$ cat src/rtl/register_bus_datapath_pkg.sv
// Shared constants for the register / common-bus datapath: default widths,
// common-bus source selects and ALU operation codes.
package register_bus_datapath_pkg;

   localparam int DATA_W_DEF = 8;
   localparam int ADDR_W_DEF = 8;

   // Common-bus source selects
   localparam logic [2:0] BUS_ZERO = 3'b000;
   localparam logic [2:0] BUS_AR   = 3'b001;
   localparam logic [2:0] BUS_PC   = 3'b010;
   localparam logic [2:0] BUS_DR   = 3'b011;
   localparam logic [2:0] BUS_AC   = 3'b100;
   localparam logic [2:0] BUS_IR   = 3'b101;
   localparam logic [2:0] BUS_TR   = 3'b110;
   localparam logic [2:0] BUS_MEM  = 3'b111;

   // ALU operations (operand A = AC, operand B = DR)
   localparam logic [2:0] ALU_AND     = 3'b000;
   localparam logic [2:0] ALU_ADD     = 3'b001;
   localparam logic [2:0] ALU_SUB     = 3'b010;
   localparam logic [2:0] ALU_OR      = 3'b011;
   localparam logic [2:0] ALU_XOR     = 3'b100;
   localparam logic [2:0] ALU_PASS_AC = 3'b101;
   localparam logic [2:0] ALU_PASS_DR = 3'b110;
   localparam logic [2:0] ALU_NOT     = 3'b111;

endpackage

$ cat src/rtl/register_bus_datapath_dp_register.sv
// Generic datapath register with synchronous clear, load and increment.
// Priority is clear > load > inc; increment wraps modulo 2^WIDTH.
module dp_register #(
   parameter int WIDTH = 8
) (
   input  logic             clock,
   input  logic             reset,
   input  logic             clear_i,
   input  logic             load_i,
   input  logic             inc_i,
   input  logic [WIDTH-1:0] data_i,
   output logic [WIDTH-1:0] q_o
);

   logic [WIDTH-1:0] q_q;
   logic [WIDTH-1:0] q_d;

   // Next-state selection with clear > load > inc priority
   always_comb begin
      // NOTE: default assignment first so no path leaves q_d unassigned (no latch).
      q_d = q_q;
      if (clear_i)
         q_d = '0;
      else if (load_i)
         q_d = data_i;
      else if (inc_i)
         q_d = q_q + WIDTH'(1);
   end

   // State register, cleared asynchronously by reset
   always_ff @(posedge clock or posedge reset) begin
      // NOTE: non-blocking so every register samples pre-edge values of the others.
      if (reset)
         q_q <= '0;
      else
         q_q <= q_d;
   end

   assign q_o = q_q;

endmodule

$ cat src/rtl/register_bus_datapath.sv
// Register and common-bus datapath: AR, PC, DR, AC, IR, TR, an 8-way common
// bus and a latched ALU. AC loads from the ALU result latch, not the bus.
// Build option: define ALU_FLAGS_EN to build the carry/zero flag registers;
// without it alu_carry and alu_zero are tied to 0.
module register_bus_datapath
   import register_bus_datapath_pkg::*;
#(
   parameter int DATA_W = DATA_W_DEF,
   parameter int ADDR_W = ADDR_W_DEF
) (
   input  logic              clock,
   input  logic              reset,
   input  logic              load_AR,
   input  logic              load_PC,
   input  logic              load_DR,
   input  logic              load_AC,
   input  logic              load_IR,
   input  logic              load_TR,
   input  logic              clear_AR,
   input  logic              clear_PC,
   input  logic              clear_DR,
   input  logic              clear_AC,
   input  logic              clear_TR,
   input  logic              inc_AR,
   input  logic              inc_PC,
   input  logic              inc_DR,
   input  logic              inc_AC,
   input  logic              inc_TR,
   input  logic [2:0]        bus_selectors,
   input  logic              alu_enable,
   input  logic [2:0]        alu_mode,
   input  logic              memory_write,
   input  logic [DATA_W-1:0] mem_rdata,
   output logic [ADDR_W-1:0] mem_addr,
   output logic [DATA_W-1:0] mem_wdata,
   output logic              mem_we,
   output logic [DATA_W-1:0] IR,
   output logic [DATA_W-1:0] ac_out,
   output logic [ADDR_W-1:0] pc_out,
   output logic              alu_carry,
   output logic              alu_zero
);

   logic [DATA_W-1:0] bus;
   logic [ADDR_W-1:0] ar_q, pc_q;
   logic [DATA_W-1:0] dr_q, ac_q, tr_q, ir_q;
   logic [DATA_W-1:0] alu_result_d, alu_result_q;

   // Common-bus source multiplexer; address registers are zero-extended
   always_comb begin
      bus = '0;
      unique case (bus_selectors)
         BUS_ZERO: bus = '0;
         BUS_AR:   bus = DATA_W'(ar_q);
         BUS_PC:   bus = DATA_W'(pc_q);
         BUS_DR:   bus = dr_q;
         BUS_AC:   bus = ac_q;
         BUS_IR:   bus = ir_q;
         BUS_TR:   bus = tr_q;
         BUS_MEM:  bus = mem_rdata;
      endcase
   end

   dp_register #(.WIDTH(ADDR_W)) u_ar (
      .clock(clock), .reset(reset), .clear_i(clear_AR), .load_i(load_AR),
      .inc_i(inc_AR), .data_i(bus[ADDR_W-1:0]), .q_o(ar_q));

   dp_register #(.WIDTH(ADDR_W)) u_pc (
      .clock(clock), .reset(reset), .clear_i(clear_PC), .load_i(load_PC),
      .inc_i(inc_PC), .data_i(bus[ADDR_W-1:0]), .q_o(pc_q));

   dp_register #(.WIDTH(DATA_W)) u_dr (
      .clock(clock), .reset(reset), .clear_i(clear_DR), .load_i(load_DR),
      .inc_i(inc_DR), .data_i(bus), .q_o(dr_q));

   dp_register #(.WIDTH(DATA_W)) u_ac (
      .clock(clock), .reset(reset), .clear_i(clear_AC), .load_i(load_AC),
      .inc_i(inc_AC), .data_i(alu_result_q), .q_o(ac_q));

   dp_register #(.WIDTH(DATA_W)) u_tr (
      .clock(clock), .reset(reset), .clear_i(clear_TR), .load_i(load_TR),
      .inc_i(inc_TR), .data_i(bus), .q_o(tr_q));

   // Instruction register: load only, no clear or increment
   always_ff @(posedge clock or posedge reset) begin
      if (reset)
         ir_q <= '0;
      else if (load_IR)
         ir_q <= bus;
   end

   // ALU datapath result for the current mode
   always_comb begin
      alu_result_d = '0;
      unique case (alu_mode)
         ALU_AND:     alu_result_d = ac_q & dr_q;
         ALU_ADD:     alu_result_d = ac_q + dr_q;
         ALU_SUB:     alu_result_d = ac_q - dr_q;
         ALU_OR:      alu_result_d = ac_q | dr_q;
         ALU_XOR:     alu_result_d = ac_q ^ dr_q;
         ALU_PASS_AC: alu_result_d = ac_q;
         ALU_PASS_DR: alu_result_d = dr_q;
         ALU_NOT:     alu_result_d = ~ac_q;
      endcase
   end

   // ALU result latch, updated only on alu_enable
   always_ff @(posedge clock or posedge reset) begin
      if (reset)
         alu_result_q <= '0;
      else if (alu_enable)
         alu_result_q <= alu_result_d;
   end

`ifdef ALU_FLAGS_EN
   logic alu_carry_d, alu_carry_q, alu_zero_q;

   // Carry per mode: add overflow, subtract no-borrow, zero for logic/pass
   always_comb begin
      alu_carry_d = 1'b0;
      if (alu_mode == ALU_ADD)
         alu_carry_d = (ac_q > ~dr_q);   // ac + dr exceeds all-ones
      else if (alu_mode == ALU_SUB)
         alu_carry_d = (ac_q >= dr_q);
   end

   // Flag registers, updated together with the result latch
   always_ff @(posedge clock or posedge reset) begin
      if (reset) begin
         alu_carry_q <= 1'b0;
         alu_zero_q  <= 1'b0;
      end else if (alu_enable) begin
         alu_carry_q <= alu_carry_d;
         alu_zero_q  <= (alu_result_d == '0);
      end
   end

   assign alu_carry = alu_carry_q;
   assign alu_zero  = alu_zero_q;
`else
   assign alu_carry = 1'b0;
   assign alu_zero  = 1'b0;
`endif

   assign mem_addr  = ar_q;
   assign mem_wdata = bus;
   assign mem_we    = memory_write;
   assign IR        = ir_q;
   assign ac_out    = ac_q;
   assign pc_out    = pc_q;

endmodule

$ cat config.mk
export PLATFORM = sky130hd
export DESIGN_NAME = register_bus_datapath
export DESIGN_NICKNAME = d
export VERILOG_FILES = /design/src/rtl/register_bus_datapath_pkg.sv /design/src/rtl/register_bus_datapath_dp_register.sv /design/src/rtl/register_bus_datapath.sv
export SDC_FILE = /design/constraint.sdc
export NUM_CORES = 1
export LEC_CHECK = 0
export CELL_PAD_IN_SITES_DETAIL_PLACEMENT = 1
export CELL_PAD_IN_SITES_GLOBAL_PLACEMENT = 1
export CORE_MARGIN = 3
export CORE_UTILIZATION = 40
export CTS_CLUSTER_SIZE = 10
export DETAILED_ROUTE_END_ITERATION = 8
export PLACE_DENSITY = 0.84
export SYNTH_ARGS = -nofsm -noshare
export SYNTH_HDL_FRONTEND = slang
export SYNTH_HIERARCHICAL = 1
export SYNTH_SLANG_ARGS = --single-unit
$ cat constraint.sdc
create_clock -name clock -period 2.9 [get_ports clock]
set_clock_uncertainty 0.1 [all_clocks]
set_input_delay 0.87 -clock clock [delete_from_list [all_inputs] [get_ports clock]]
set_output_delay 0.87 -clock clock [all_outputs]
set_load 0.02 [all_outputs]
==> summary.md <==
| Metric | Value |
|---|---|
| Initial DRC count | 341 |
| Root Buffer | clkbuf_16 |
| CTS Buf Count | 5 |
| N_diodes | 0 |
| Post-synth top cells | 56 x dfrtp_1, 44 x nor2_1, 42 x inv_1 |
| Die area | 13200 sq um |
| Fraction of layout cells with a size suffix above 1 | 25.3% |
| Post-synth ARST share | 100% |
| Crit path launch | bus_selectors[1] |
| CP endpoint | mem_wdata[2] |
| R2R cell count | 12 |
| Final setup fails | 4 |
| Pwr/cell area | 455 nW/um^2 |
| Mapped Area | 4730 sq um |
| Worst IR Drop VDD | 0.000426 V |
| DRC viols | 0 |
| Rel. slew slack | 53.2% |
| Slew Viols, Final | 0 |
| Worst-Margin Slew | 701 ps |
| CTS tree | done |
| Vias in the first global route | 5350 |
| Critical path arrival | 1990 ps |
| Initial antenna violation count | 0 |
| EDFF count, synth | 0 |
| RSZ-0062 raised after global routing | yes |
| Clk slew on worst S/H paths | 80 ps |
| DRT Pass-1 Iters | 5 |
| Initial Util | 41.2% |
| CTS max path bufs | 2 |
| Largest cells by area after synthesis | dfrtp_1 30%, ha_1 7.7%, mux2i_1 4.2% |
| Synth warn | 6 |
| Global-route wire length before repair | 29500 um |
| Yosys top cell area share | 29.6% |
| GP Congestion | 0.928 |
| Worst R2R Setup Slack | 240 ps |
| CP Capture Type | output port |
| P&R area growth vs syn | 36.2% |
| Failing checks | negative setup slack |
| Multi-input logic area | 3160 sq um |
| Most common flop cell mapped by yosys | dfrtp_1 |
| Worst EP required | 1930 ps |
| Fin crit share | 102% |
| Post-DP HPWL | 13200 um |
| Final hold violation count | 0 |
| I/O Pins | 77 |
| Clk_lat worst skew | 320 ps |
| H-tree Lvls | 2 |
| FF+latch area | 1400 sq um |
| Startpoint types | input port |
| Synth area leader | dfrtp_1 |
| Vias/cell | 6.23 |
| Top-count cell post-synth | dfrtp_1 |
| Final #Nets | 707 |
| Congestion Overflow GR | 0 |
| Reg2Reg Launch Point | u_dr/q_o[0] |
| Synthesized area per cell | 8.99 sq um |
| Routed Antenna Nets | 0 |
| GRT Util Overall | 29.3% |
| #FFs+latches synth | 56 |
| Clock Sink Count | 56 |
| DRT Wirelength | 19300 um |
| Die Wd | 115 um |
| Setup Crit Path Kind | in -> out |
| Status | finished with violations |
| Hold Buf Count CTS | 0 |
| Row count | 39 |
| Reg2reg end | alu_result_q[2] |
| Placed cell count | 768 |
| Worst setup margin | -58.5 ps |
| Die Ht | 115 um |
| TNS Setup | -150 ps |
| Syn Inst Count | 526 |
| Lkg Pwr | 2.82 nW |
| Unique masters post-synth | 63 |
| FMAX | 338 MHz |
| Seq/Total Area, Yosys | 29.6% |
| Routed len/inst | 24.5 um |
| Vias | 4903 |
| I/O Buffers | 72 |
| Maxcap violations | 0 |
| Filler instances | 1279 |
| Hold WC Path Type | reg -> reg |
| Crit Path Max Fanout | 5 |
| Post-route insts no fill | 787 |
| Core area | 11500 sq um |
| Largest net degree at the start of global routing | 26 |
| Period minus WS final | 2960 ps |
## where the power goes
group	leakage [nW]	internal (W)	switching, W	total (W)
logic	2.02	0.000592	0.000681	0.00127
registers	0.725	0.000864	0.000109	0.000973
clock network	0.0767	0.000335	0.000347	0.000682
total	2.82	0.00179	0.00114	0.00293
## critical path, cell delays in order
cell	delay [ps]
buf_12	120
buf_12	130
nor2b_4	140
a22oi_2	150
nor2_1	100
a221o_1	320
buf_6	150
## timing repair
| item | CTS | global route |
|---|---|---|
| endpoints found under the setup margin | 15 | 12 |
| cloned | 3 | 0 |
| setup buffers | 7 | 3 |
| gates resized for setup | 107 | 32 |
| pin swaps | 21 | 17 |
## per-stage QoR
stage / total power (W) / area [sq um] / hold slack, ps / utilization [%] / setup slack [ps]
final: 0.00293 / 6440 / 448 / 56.2 / -58.5
after CTS: 0.00286 / 6310 / 446 / 55.0 / -5.35
after global routing: 0.00307 / 6440 / 488 / 56.2 / -109
after detailed placement: 0.00213 / 5960 / 431 / 52.0 / -982
after global placement: 0.00207 / 5960 / 423 / 52.0 / -917
after floorplan: 0.00162 / 4800 / 381 / - / -42.2
## cell type report
class / instances / area share (%)
Clock buffer: 5 / 1.94
Clock inverter: 3 / 0.447
Inverter: 48 / 2.88
Multi-Input combinational cell: 392 / 49.1
Sequential cell: 56 / 21.8
Tap cell: 143 / 2.78
Timing Repair Buffer: 140 / 21.0
## kinds of logic after synthesis
kind of cell / count (synthesis) / share of synthesized area (%)
buffers and inverters: 79 / 7.23
XOR/XNOR: 30 / 5.56
AND/OR/NAND/NOR: 153 / 18.1
other: 1 / 0.0793
flip-flops: 56 / 29.6
multiplexers: 40 / 10.3
AO/OA/AOI/OAI: 137 / 20.9
adder cells (fa/ha/maj): 30 / 8.10
## registers in the layout, indices dropped and copies added, names as in the netlist
| register | flops |
|---|---|
| IR | 8 |
| u_ar/q_o | 8 |
| u_pc/q_o | 8 |
| u_ac/q_o | 8 |
| alu_result_q | 8 |
| u_dr/q_o | 8 |
| u_tr/q_o | 8 |
## per-layer routing
metal  part of all wire (%)  global-route usage [%]  vias to the layer above
met5                      0                       0                        -
met3                    6.5                    6.13                       77
met4                    5.1                    14.2                        0
met2                     50                    51.0                      248
li1                       -                       -                     2158
met1                     38                    34.3                     2420
## how the worst min path moves through the flow
stage,start,end,cells past startpoint
2_1_floorplan,alu_result_q[6],alu_result_q[6],2
3_3_place_gp,alu_result_q[1],alu_result_q[1],2
3_5_place_dp,alu_result_q[1],alu_result_q[1],2
4_1_cts,alu_result_q[1],alu_result_q[1],2
5_1_grt,alu_result_q[3],u_ac/q_o[3],2
6_report,alu_result_q[1],alu_result_q[1],2
## layout by cell type (no fill, tap or decap), types with 4 or more instances in the layout
master | synthesis | routed
o21ai_0 | 30 | 23
a2111oi_1 | 5 | 5
dfrtp_1 | 56 | 54
clkdlybuf4s50_1 | 0 | 51
mux4_2 | 3 | 5
nand4_2 | 5 | 5
clkbuf_16 | 0 | 5
nor2_1 | 44 | 44
o21ai_2 | 0 | 5
a21oi_1 | 19 | 19
a2111oi_2 | 5 | 5
mux2_2 | 14 | 13
nor2b_1 | 9 | 6
a22oi_2 | 1 | 4
nor4bb_1 | 5 | 5
buf_6 | 1 | 9
nand3_1 | 13 | 11
inv_1 | 42 | 40
a22oi_1 | 8 | 5
ha_1 | 29 | 28
a211oi_1 | 16 | 16
and4b_2 | 5 | 5
o22ai_1 | 5 | 4
or3_1 | 12 | 12
nand4_1 | 11 | 11
buf_12 | 0 | 4
buf_4 | 6 | 62
dlygate4sd2_1 | 0 | 5
mux2i_1 | 20 | 19
nand2_1 | 22 | 20
and3_1 | 7 | 7
xor2_1 | 16 | 16
a311oi_1 | 10 | 10
clkinv_1 | 5 | 5
o211ai_1 | 4 | 4
xnor2_1 | 14 | 14
nand2b_1 | 7 | 7
o21a_1 | 8 | 8
Note: power is estimated with default switching activity, not from simulation.
